--- src/rtl/axi_lite_ctrl_regs.sv ---
// AXI4-Lite control/status register file driving the matrix core (start, soft reset, DIM, irq).
// Latency: write commits one edge after both AW and W are held; read data one edge after AR.
// Backpressure: AW/W stall while held or while B is pending; AR stalls while R is pending.
module axi_lite_ctrl_regs #(
    parameter int unsigned DIM_RESET = 4,
    parameter int unsigned DIM_MAX   = 16
) (
    input  logic        ACLK,
    input  logic        ARST_N,
    input  logic        awvalid,
    output logic        awready,
    input  logic [31:0] awaddr,
    input  logic        wvalid,
    output logic        wready,
    input  logic [31:0] wdata,
    input  logic [3:0]  wstrb,
    output logic        bvalid,
    input  logic        bready,
    output logic [1:0]  bresp,
    input  logic        arvalid,
    output logic        arready,
    input  logic [31:0] araddr,
    output logic        rvalid,
    input  logic        rready,
    output logic [31:0] rdata,
    output logic [1:0]  rresp,
    input  logic        busy_i,
    input  logic        done_i,
    output logic        start_o,
    output logic        soft_rst_o,
    output logic [7:0]  dim_o,
    output logic        irq_o
);

    localparam logic [7:0] DIM_RST_V   = 8'(DIM_RESET);
    localparam logic [7:0] DIM_MAX_V   = 8'(DIM_MAX);
    localparam logic [1:0] RESP_OKAY   = 2'b00;
    localparam logic [1:0] RESP_SLVERR = 2'b10;
    localparam logic [2:0] IDX_CTRL    = 3'd0;
    localparam logic [2:0] IDX_STATUS  = 3'd1;
    localparam logic [2:0] IDX_DIM     = 3'd2;
    localparam logic [2:0] IDX_CNT     = 3'd3;
    localparam logic [2:0] IDX_SCRATCH = 3'd4;

    logic        aw_held, w_held;
    logic [31:2] aw_addr_q;
    logic [31:0] w_data_q;
    logic [3:0]  w_strb_q;
    logic        ie_q, done_q;
    logic [7:0]  dim_q;
    logic [31:0] done_cnt, scratch_q;
    logic        commit;

    // Byte-offset bits carry no meaning in this word-only map.
    logic unused_addr_lsbs;
    assign unused_addr_lsbs = &{1'b0, awaddr[1:0], araddr[1:0]};

    assign awready = !aw_held && !bvalid;
    assign wready  = !w_held && !bvalid;
    assign arready = !rvalid;
    assign commit  = aw_held && w_held && !bvalid;
    assign dim_o   = dim_q;

    logic [2:0] widx;
    logic       wr_start, wr_srst, wr_ie_we, wr_done_clr, wr_dim_we;
    logic [3:0] wr_scratch_we;
    logic [1:0] wr_resp;

    always_comb begin
        widx          = aw_addr_q[4:2];
        wr_start      = 1'b0;
        wr_srst       = 1'b0;
        wr_ie_we      = 1'b0;
        wr_done_clr   = 1'b0;
        wr_dim_we     = 1'b0;
        wr_scratch_we = 4'b0000;
        wr_resp       = RESP_OKAY;
        if (|aw_addr_q[31:5] || widx > IDX_SCRATCH) begin
            wr_resp = RESP_SLVERR;
        end else begin
            case (widx)
                IDX_CTRL: if (w_strb_q[0]) begin
                    wr_ie_we = 1'b1;
                    // Soft reset takes priority and silently drops a simultaneous start.
                    if (w_data_q[1]) begin
                        wr_srst = 1'b1;
                    end else if (w_data_q[0]) begin
                        if (busy_i) wr_resp  = RESP_SLVERR;
                        else        wr_start = 1'b1;
                    end
                end
                IDX_STATUS: wr_done_clr = w_strb_q[0] && w_data_q[1];
                IDX_DIM: if (w_strb_q[0]) begin
                    if (w_data_q[7:0] == 8'd0 || w_data_q[7:0] > DIM_MAX_V) wr_resp   = RESP_SLVERR;
                    else                                                  wr_dim_we = 1'b1;
                end
                IDX_SCRATCH: wr_scratch_we = w_strb_q;
                default: ;
            endcase
        end
    end

    always_ff @(posedge ACLK or negedge ARST_N) begin
        if (!ARST_N) begin
            aw_held    <= 1'b0;
            w_held     <= 1'b0;
            aw_addr_q  <= '0;
            w_data_q   <= '0;
            w_strb_q   <= '0;
            bvalid     <= 1'b0;
            bresp      <= RESP_OKAY;
            start_o    <= 1'b0;
            soft_rst_o <= 1'b0;
        end else begin
            if (awvalid && awready) begin
                aw_held   <= 1'b1;
                aw_addr_q <= awaddr[31:2];
            end
            if (wvalid && wready) begin
                w_held   <= 1'b1;
                w_data_q <= wdata;
                w_strb_q <= wstrb;
            end
            start_o    <= commit && wr_start;
            soft_rst_o <= commit && wr_srst;
            if (commit) begin
                aw_held <= 1'b0;
                w_held  <= 1'b0;
                bvalid  <= 1'b1;
                bresp   <= wr_resp;
            end else if (bvalid && bready) begin
                bvalid <= 1'b0;
            end
        end
    end

    always_ff @(posedge ACLK or negedge ARST_N) begin
        if (!ARST_N) begin
            ie_q      <= 1'b0;
            done_q    <= 1'b0;
            done_cnt  <= '0;
            dim_q     <= DIM_RST_V;
            scratch_q <= '0;
            irq_o     <= 1'b0;
        end else begin
            // Soft reset beats a coincident done_i; a done_i beats a coincident W1C.
            if (commit && wr_srst) begin
                ie_q     <= 1'b0;
                done_q   <= 1'b0;
                done_cnt <= '0;
                dim_q    <= DIM_RST_V;
            end else begin
                if (commit && wr_ie_we) ie_q <= w_data_q[2];
                if (done_i)                      done_q <= 1'b1;
                else if (commit && wr_done_clr)  done_q <= 1'b0;
                if (done_i) done_cnt <= done_cnt + 32'd1;
                if (commit && wr_dim_we) dim_q <= w_data_q[7:0];
            end
            for (int i = 0; i < 4; i++) begin
                if (commit && wr_scratch_we[i]) scratch_q[8*i +: 8] <= w_data_q[8*i +: 8];
            end
            irq_o <= done_q && ie_q;
        end
    end

    logic [2:0]  ridx;
    logic        rd_bad;
    logic [31:0] rd_val;

    always_comb begin
        ridx   = araddr[4:2];
        rd_bad = |araddr[31:5] || ridx > IDX_SCRATCH;
        rd_val = '0;
        case (ridx)
            IDX_CTRL:    rd_val = {29'd0, ie_q, 2'b00};
            IDX_STATUS:  rd_val = {30'd0, done_q, busy_i};
            IDX_DIM:     rd_val = {24'd0, dim_q};
            IDX_CNT:     rd_val = done_cnt;
            IDX_SCRATCH: rd_val = scratch_q;
            default:     rd_val = '0;
        endcase
        if (rd_bad) rd_val = '0;
    end

    always_ff @(posedge ACLK or negedge ARST_N) begin
        if (!ARST_N) begin
            rvalid <= 1'b0;
            rdata  <= '0;
            rresp  <= RESP_OKAY;
        end else if (arvalid && arready) begin
            rvalid <= 1'b1;
            rdata  <= rd_val;
            rresp  <= rd_bad ? RESP_SLVERR : RESP_OKAY;
        end else if (rvalid && rready) begin
            rvalid <= 1'b0;
        end
    end

endmodule
--- config.mk ---
export PLATFORM = sky130hd
export DESIGN_NAME = axi_lite_ctrl_regs
export DESIGN_NICKNAME = d
export VERILOG_FILES = /design/src/rtl/axi_lite_ctrl_regs.sv
export SDC_FILE = /design/constraint.sdc
export NUM_CORES = 1
export LEC_CHECK = 0
export CAP_MARGIN = 20
export CORE_UTILIZATION = 30
export DETAILED_ROUTE_END_ITERATION = 8
export PLACE_DENSITY = 0.49
export SLEW_MARGIN = 20
export SYNTH_ARGS = -nofsm -noshare
export SYNTH_HDL_FRONTEND = slang
export SYNTH_SLANG_ARGS = --single-unit
--- constraint.sdc ---
create_clock -name ACLK -period 2.6 [get_ports ACLK]
set_clock_uncertainty 0.05 [all_clocks]
set_input_delay 0.65 -clock ACLK [delete_from_list [all_inputs] [get_ports ACLK]]
set_output_delay 0.65 -clock ACLK [all_outputs]
set_load 0.05 [all_outputs]
==> impl_metrics.json, run 1 <==
{
  "rr_startpoint": "aw_addr_q[7]$_DFFE_PN0P_",
  "placed_area_mm2": 0.0101,
  "path_cells": "clkdlybuf4s50_1",
  "p_leak_nw": 4.55,
  "grt_use_total": 0.146,
  "ant_nets": 0,
  "fin_nets": 893,
  "syn2layout_area_growth_pct": 31.1,
  "fillers": 2528,
  "status": "finished with violations",
  "crit_buf_inv": 1,
  "initial_core_util": 0.305,
  "yosys_register_bits": 181,
  "critPathCapture": "dim_o[2]",
  "ctsRootBufferMaster": "clkbuf_16",
  "ctsResizeCount": 2,
  "cts_max_path_buffers": 2,
  "die_h_um": 167,
  "drc": 2,
  "synth_top_area_cell": "dfrtp_1",
  "io_buffers": 154,
  "setup_tns_ps": 0,
  "rrSetupSlack_ps": 320,
  "gp_congestion": 0.801,
  "ys.flop_type": "dfrtp_1",
  "ir_worst_vdd_mv": 0.534,
  "clk_latency_ps": 430,
  "antenna_found_initial": 1,
  "drv_cap": 0,
  "synth_top_area_frac": 0.551,
  "die_area_mm2": 0.0279,
  "grt_pass1_wl_um": 32100,
  "fp-row-count": 60,
  "worstSetupStartpoint": "dim_o[2]$_DFFE_PN1P_",
  "multi_input_area_mm2": 0.00333,
  "r2r_cells": 5,
  "cts_hold_buf": 0,
  "slowest_delay_ps": 800,
  "cp-start-kind": "flop",
  "seq_area_mm2": 0.00453,
  "overflow": 0,
  "design_area_mm2": 0.0107,
  "cts.sinks": 181,
  "synth_edf_count": 0,
  "seq_area_frac_synth": 0.554,
  "timing.fmax_mhz": 402,
  "relSlewSlack": 0.524,
  "powerDensity_mw_per_mm2": 763,
  "drive_gt1_frac": 0.231,
  "vias": 5428,
  "netlist_instances": 623,
  "r2r-end": "scratch_q[24]$_DFFE_PN0P_",
  "path_class": "reg -> out",
  "worst-path-stages": 1,
  "worstPathArrival_ps": 1790,
  "hold_viol_final": 0,
  "synth.area.top_cells": "dfrtp_1 (55%), mux2_2 (8.8%), a22o_1 (6.3%)",
  "clkTransAtPathRegs_ps": 70,
  "rsz0062_at_grt": "no",
  "grt_max_degree": 51,
  "die_w_um": 167,
  "yosysWarnings": 0,
  "period_needed_ps": 2490,
  "cts_max_level": 4,
  "grt_pass1_vias": 5778,
  "period_share": 0.957,
  "placed_cells": 1105,
  "synth.avg_cell_area_um2": 13.1,
  "hold_class": "in -> async",
  "setup_viol": 0,
  "ys_async_sr_fraction": 1.00,
  "wl_um": 19600,
  "ioPinCount": 161,
  "viasPerCell": 4.77,
  "cp_slowest_cell": "clkdlybuf4s50_1",
  "cp-end-kind": "primary output",
  "yosysUniqueCellTypes": 53,
  "slew_violations": 0,
  "core_mm2": 0.0268,
  "cts_tree": "built",
  "crit_fanout": 3,
  "synthesis.area_mm2": 0.00817,
  "hpwl_um": 14100,
  "numCtsBuffers": 17,
  "dr.pass1.iters": 6,
  "drt_iter0_drc": 255,
  "cp.required_ps": 1900,
  "worst_pin_slew_ps": 713,
  "failed_checks": "design-rule violations",
  "cts_setup_buffers": 0,
  "crit_family": "buffers and inverters",
  "layout.cells.non_filler": 1138,
  "routedWlPerCell_um": 17.2
}
## cell type report
type | instances | share of cell area
inverters | 11 | 0.00385
clock inverters | 13 | 0.0157
repair buffers | 178 | 0.165
multi-input cells | 394 | 0.311
well taps | 341 | 0.0398
flip-flops and latches | 181 | 0.423
clock buffers | 19 | 0.0414
diodes | 1 | 0.000234
## cells by family (layout without fill, tap and decap cells)
| family | count (synthesis) | count (layout) | share of synthesized area |
|---|---|---|---|
| simple gates | 166 | 166 | 0.126 |
| flops | 181 | 181 | 0.554 |
| other cells | 1 | 3 | 0.000459 |
| mux | 107 | 107 | 0.161 |
| compound gates | 87 | 87 | 0.0836 |
| xor+xnor | 31 | 31 | 0.0332 |
| fa+ha+maj | 1 | 1 | 0.00153 |
| buf+inv | 49 | 221 | 0.0398 |
## cell usage in the layout (no fill, tap or decap), types with 2 or more instances in the layout
cell / count
a21oi_1: 5
a22o_1: 59
a31oi_1: 3
and2_1: 8
and3_1: 4
and3_4: 4
and3b_1: 2
and4_1: 4
buf_12: 4
buf_4: 20
bufinv_16: 2
clkbuf_16: 17
clkdlybuf4s50_1: 151
clkinv_4: 2
clkinvlp_4: 3
conb_1: 2
dfrtp_1: 180
dlygate4sd2_1: 2
inv_1: 10
inv_6: 2
inv_8: 3
mux2_2: 64
mux2_4: 32
mux2i_1: 10
nand2_1: 28
nand3_1: 10
nand4_1: 10
nor2_1: 47
nor2_4: 2
nor3_1: 6
nor3_2: 4
nor4_1: 11
nor4_2: 12
nor4_4: 2
o21ai_0: 14
xnor2_1: 20
xor2_1: 11
## registers in the layout, indices dropped and copies added, names as in the netlist, 4 cells and up
signal     flops
rdata         32
done_cnt      32
aw_addr_q     30
w_strb_q       4
dim_o          8
w_data_q      32
scratch_q     32
## per-layer routing
layer | up-vias | track usage | wire (µm)
met2 | 117 | 0.240 | 9690
met5 | - | 0 | 0
li1 | 2574 | - | -
met1 | 2725 | 0.183 | 8490
met3 | 12 | 0.0513 | 1230
met4 | 0 | 0.0390 | 192
## cells in the mapped netlist, types with 5 or more instances
| cell type | n |
|---|---|
| xor2_1 | 11 |
| o21ai_0 | 14 |
| mux2_2 | 64 |
| nor4_2 | 12 |
| a22o_1 | 59 |
| nor4_1 | 11 |
| mux2_4 | 32 |
| buf_2 | 13 |
| clkbuf_1 | 11 |
| a21oi_1 | 5 |
| dfrtp_1 | 180 |
| xnor2_1 | 20 |
| and2_1 | 9 |
| nand2_1 | 28 |
| buf_6 | 6 |
| nand3_1 | 10 |
| inv_1 | 10 |
| nor2_1 | 48 |
| nor3_1 | 6 |
| mux2i_1 | 10 |
| nand4_1 | 10 |
## metrics by stage
step                 util  setup WS (ps)  total power [mW]  hold WS (ps)
floorplan               -           80.6              4.95           304
global placement    0.377          -92.7              5.53           433
detailed placement  0.377           99.3              5.61           434
CTS                 0.400           82.8              8.32          85.0
global route        0.400           70.0              8.62          89.2
finish              0.400            113              8.17          80.3
## worst min path at each step
stage                          from                   endpoint  slack, ps
6_report                     ARST_N   w_data_q[29]$_DFFE_PN0P_         80
3_5_place_dp   dim_o[2]$_DFFE_PN1P_       dim_o[2]$_DFFE_PN1P_        430
4_1_cts                      ARST_N   w_data_q[28]$_DFFE_PN0P_         80
3_3_place_gp   dim_o[2]$_DFFE_PN1P_       dim_o[2]$_DFFE_PN1P_        430
2_1_floorplan                ARST_N  aw_addr_q[10]$_DFFE_PN0P_        300
5_1_grt                      ARST_N   w_data_q[28]$_DFFE_PN0P_         90
## report_power, final
group | total (mW) | internal (mW) | switching (mW)
Combinational | 1.58 | 0.901 | 0.682
Clock | 2.66 | 1.48 | 1.18
Sequential | 3.93 | 3.42 | 0.503
(Power assumes the default switching activity.)
==> run 2, diff against run 1 <==
- CORE_MARGIN: default -> 2
==> run 2 against run 1 <==
- the run now ends clean
- setup slack got worse by 3.4 ps
- register-to-register slack about the same
- via count decreased by 0.17%
- fmax down 0.13%
- largest cell class unchanged
==> impl_metrics.json, run 2 (synthesis gave the netlist of run 1 again) <==
{
  "cts_setup_buffers": 0,
  "period_share": 0.958,
  "placed_cells": 1105,
  "path_class": "reg -> out",
  "die_area_mm2": 0.0286,
  "layout.cells.non_filler": 1138,
  "viasPerCell": 4.76,
  "hold_class": "in -> async",
  "worst_pin_slew_ps": 691,
  "timing.fmax_mhz": 402,
  "grt_pass1_vias": 5767,
  "drt_iter0_drc": 183,
  "final_common_cell": "dfrtp_1",
  "initial_core_util": 0.304,
  "powerDensity_mw_per_mm2": 747,
  "p_leak_nw": 4.56,
  "dpl_worst_slack_ps": 88.1,
  "numCtsBuffers": 17,
  "ioPinCount": 161,
  "grt_max_degree": 54,
  "cp-end-kind": "primary output",
  "clk_latency_ps": 430,
  "hold_viol_final": 0,
  "die_w_um": 169,
  "cts_tree": "built",
  "r2r-end": "scratch_q[26]$_DFFE_PN0P_",
  "rsz0062_at_grt": "no",
  "vias": 5419,
  "dr.pass1.iters": 5,
  "cts_max_level": 4,
  "total_power_mw": 8.00,
  "worst_slack_ps": 110,
  "rrSetupSlack_ps": 320,
  "clkTransAtPathRegs_ps": 70,
  "cp.required_ps": 1900,
  "drive_gt1_frac": 0.232,
  "cp-start-kind": "flop",
  "io_buffers": 154,
  "ir_worst_vdd_mv": 0.534,
  "crit_family": "buffers and inverters",
  "setup_viol": 0,
  "drv_cap": 0,
  "cts.sinks": 181,
  "ctsRootBufferMaster": "clkbuf_16",
  "crit_fanout": 3,
  "r2r_cells": 5,
  "grt_use_total": 0.139,
  "worstPathArrival_ps": 1790,
  "design_area_mm2": 0.0107,
  "wl_um": 19500,
  "gp_congestion": 0.783,
  "hpwl_um": 14100,
  "ant_nets": 0,
  "cp_slowest_cell": "clkdlybuf4s50_1",
  "fp-row-count": 60,
  "crit_buf_inv": 1,
  "timing.hold.ws_ps": 124,
  "drc": 0,
  "routedWlPerCell_um": 17.1,
  "final_core_util": 0.398,
  "period_needed_ps": 2490,
  "syn2layout_area_growth_pct": 30.9,
  "cts_max_path_buffers": 2,
  "multi_input_area_mm2": 0.00333,
  "seq_area_mm2": 0.00453,
  "placed_area_mm2": 0.0101,
  "status": "complete, no violations",
  "setup_tns_ps": 0,
  "slew_violations": 0,
  "fin_nets": 893,
  "path_cells": "clkdlybuf4s50_1",
  "core_mm2": 0.0269,
  "fillers": 2573,
  "slowest_delay_ps": 800,
  "grt_pass1_wl_um": 31200,
  "overflow": 0,
  "antenna_found_initial": 1,
  "relSlewSlack": 0.539,
  "layout_common_cells": "dfrtp_1 (180), clkdlybuf4s50_1 (151), mux2_2 (64), a22o_1 (59), nor2_1 (47)",
  "rr_startpoint": "aw_addr_q[7]$_DFFE_PN0P_",
  "die_h_um": 169
}
==> run 2: worst max path at each step <==
stage,from,end,cells after the start
5_1_grt,dim_o[2]$_DFFE_PN1P_,dim_o[2],1
3_3_place_gp,araddr[4],rdata[31]$_DFFE_PN0P_,5
6_report,dim_o[2]$_DFFE_PN1P_,dim_o[2],1
4_1_cts,bvalid$_DFFE_PN0P_,awready,2
3_5_place_dp,done_i,done_cnt[27]$_DFFE_PN0P_,7
2_1_floorplan,bvalid$_DFFE_PN0P_,w_data_q[15]$_DFFE_PN0P_,5
==> run 2: cell type report <==
type / instances / share of cell area
clock buffers: 17 / 0.0398
inverters: 11 / 0.00386
repair buffers: 178 / 0.168
multi-input cells: 394 / 0.311
flip-flops and latches: 181 / 0.423
well taps: 341 / 0.0399
diodes: 1 / 0.000234
clock inverters: 15 / 0.0133
==> run 2: what timing repair did <==
item,in CTS,in global routing
resized for setup,0,2
setup endpoints to repair,0,2
hold endpoints to repair,0,0
hold buffers,0,0
==> run 2: layer usage <==
metal	wire length, µm	GRT usage	share of wire	vias to the layer above
li1	-	-	-	2565
met2	9270	0.232	0.48	132
met3	1190	0.0435	0.061	17
met4	274	0.0409	0.014	0
met5	0	0	0	-
met1	8720	0.175	0.45	2705
==> run 2: where the power goes <==
part / switching [mW] / internal (mW)
registers: 0.504 / 3.42
clock network: 1.20 / 1.27
logic: 0.681 / 0.920
total: 2.38 / 5.61
==> run 3, diff against run 2 <==
- GPL_TIMING_DRIVEN: default -> 0
==> run 3 against run 2 <==
- sequential cell count stayed put
- sequential share of layout area fell by 0.26 points
- clock-buffer cell count up 1
- routed wire length is 4.0% higher
- worst hold slack better by 29 ps
- sequential power hardly changed
- first-iteration DRC count rose by 35%
- critical path depth did not move
- critical endpoint unchanged
==> impl_metrics.json, run 3 (synthesis gave the netlist of run 1 again) <==
{
  "status": "complete, no violations",
  "timing.hold.ws_ps": 154,
  "r2r-end": "scratch_q[25]$_DFFE_PN0P_",
  "die_w_um": 169,
  "viasPerCell": 4.75,
  "cts.sinks": 181,
  "crit_buf_inv": 1,
  "period_share": 0.964,
  "cp_slowest_cell": "clkdlybuf4s50_1",
  "io_buffers": 152,
  "clk_latency_ps": 430,
  "cp-start-kind": "flop",
  "hold_viol_final": 0,
  "rr_startpoint": "aw_addr_q[7]$_DFFE_PN0P_",
  "wl_um": 20200,
  "slowest_delay_ps": 810,
  "p_sw_mw": 2.37,
  "syn2layout_area_growth_pct": 31.8,
  "final_common_cell": "dfrtp_1",
  "ioPinCount": 161,
  "path_cells": "clkdlybuf4s50_1",
  "worstPathArrival_ps": 1810,
  "powerDensity_mw_per_mm2": 758,
  "cts_tree": "built",
  "crit_family": "buffers and inverters",
  "design_area_mm2": 0.0108,
  "cts_max_level": 4,
  "worst_pin_slew_ps": 653,
  "rrSetupSlack_ps": 330,
  "gp_congestion": 0.760,
  "vias": 5458,
  "r2r_cells": 6,
  "p_int_mw": 5.79,
  "setup_tns_ps": 0,
  "power_frac_comb": 0.198,
  "core_mm2": 0.0269,
  "rsz0062_at_grt": "no",
  "ctsRootBufferMaster": "clkbuf_16",
  "drt_iter0_drc": 247,
  "drc": 0,
  "crit_fanout": 3,
  "placed_area_mm2": 0.0102,
  "ir_worst_vdd_mv": 0.367,
  "die_area_mm2": 0.0286,
  "overflow": 0,
  "hold_class": "in -> async",
  "setup_viol": 0,
  "total_power_mw": 8.16,
  "grt_pass1_wl_um": 32500,
  "dr.pass1.iters": 4,
  "cp-end-kind": "primary output",
  "antenna_cells": 0,
  "path_class": "reg -> out",
  "routedWlPerCell_um": 17.6,
  "antenna_found_initial": 1,
  "drv_cap": 0,
  "timing.fmax_mhz": 399,
  "clkTransAtPathRegs_ps": 70,
  "p_leak_nw": 4.61,
  "p_clk_frac": 0.323,
  "hpwl_um": 15100,
  "fin_nets": 906,
  "numCtsBuffers": 17,
  "drive_gt1_frac": 0.232,
  "cts_setup_buffers": 0,
  "relSlewSlack": 0.565,
  "die_h_um": 169,
  "cp.required_ps": 1900,
  "cts_max_path_buffers": 2,
  "grt_max_degree": 101,
  "period_needed_ps": 2510,
  "p_seq_frac": 0.479,
  "initial_core_util": 0.304,
  "swShare": 0.290,
  "grt_pass1_vias": 5858,
  "final_core_util": 0.401,
  "slew_violations": 0,
  "layout_common_cells": "dfrtp_1 (180), clkdlybuf4s50_1 (149), mux2_2 (64), a22o_1 (59), nor2_1 (47)",
  "grt_use_total": 0.147,
  "fp-row-count": 60,
  "ant_nets": 0,
  "cts_hold_buf": 0
}
-- run 3: cell count changes in the layout (fill, tap and decap cells not counted), moves of 3 or more --
cell and change:
clkinv_4 -3, buf_6 +5, clkbuf_1 +11, buf_2 +13, inv_6 +3, buf_4 -14
-- run 3: repair_timing --
action,in CTS,in global routing
setup endpoints to repair,0,12
endpoints found under the hold margin,0,0
gates resized for setup,0,3
-- run 3: area by class of cell --
cell class | instances | area, µm²
inverters | 11 | 41.3
fillers | 2593 | 16100
clock buffers | 18 | 439
plain buffers | 38 | 284
multi-input cells | 394 | 3320
clock inverters | 14 | 164
flip-flops and latches | 181 | 4530
repair buffers | 153 | 1560
well taps | 341 | 427
-- run 3: worst max path at each step --
stage	slack, ps	cells after the start	end	startpoint
after CTS	6	2	awready	aw_held$_DFFE_PN0P_
after floorplan	80	5	w_data_q[15]$_DFFE_PN0P_	bvalid$_DFFE_PN0P_
after detailed placement	-390	6	rdata[31]$_DFFE_PN0P_	araddr[4]
after global placement	-6560	1	aw_addr_q[10]$_DFFE_PN0P_	ARST_N
after global routing	50	1	dim_o[2]	dim_o[2]$_DFFE_PN1P_
final	90	1	dim_o[2]	dim_o[2]$_DFFE_PN1P_
-- run 3: power groups by stage --
stage	clock network [mW]	logic, mW	registers, mW
after detailed placement	0	1.65	3.97
after global placement	0	1.58	3.94
after floorplan	0	1.13	3.82
final	2.64	1.62	3.91
after global routing	2.86	1.78	4.00
after CTS	2.73	1.66	3.92
-- run 3: through the flow --
stage               std cells  setup WS (ps)
global placement         1117          -6560
global route             1150           52.4
finish                   1150           93.0
CTS                      1150           6.31
detailed placement       1118           -390
floorplan                 624           80.6
-- run 3: worst register-to-register path: cells and delay by family (launching register included) --
family | cells | cell delay, ps
AND/OR/NAND/NOR | 4 | 1260
buffers and inverters | 1 | 140
multiplexers | 1 | 310
flip-flops | 1 | 380
-- run 3: metal layers --
layer,global-route usage,wire (µm),vias to the layer above
li1,-,-,2594
met1,0.184,8820,2697
met2,0.241,9610,144
met3,0.0521,1500,21
met4,0.0405,284,2
met5,0,13,-
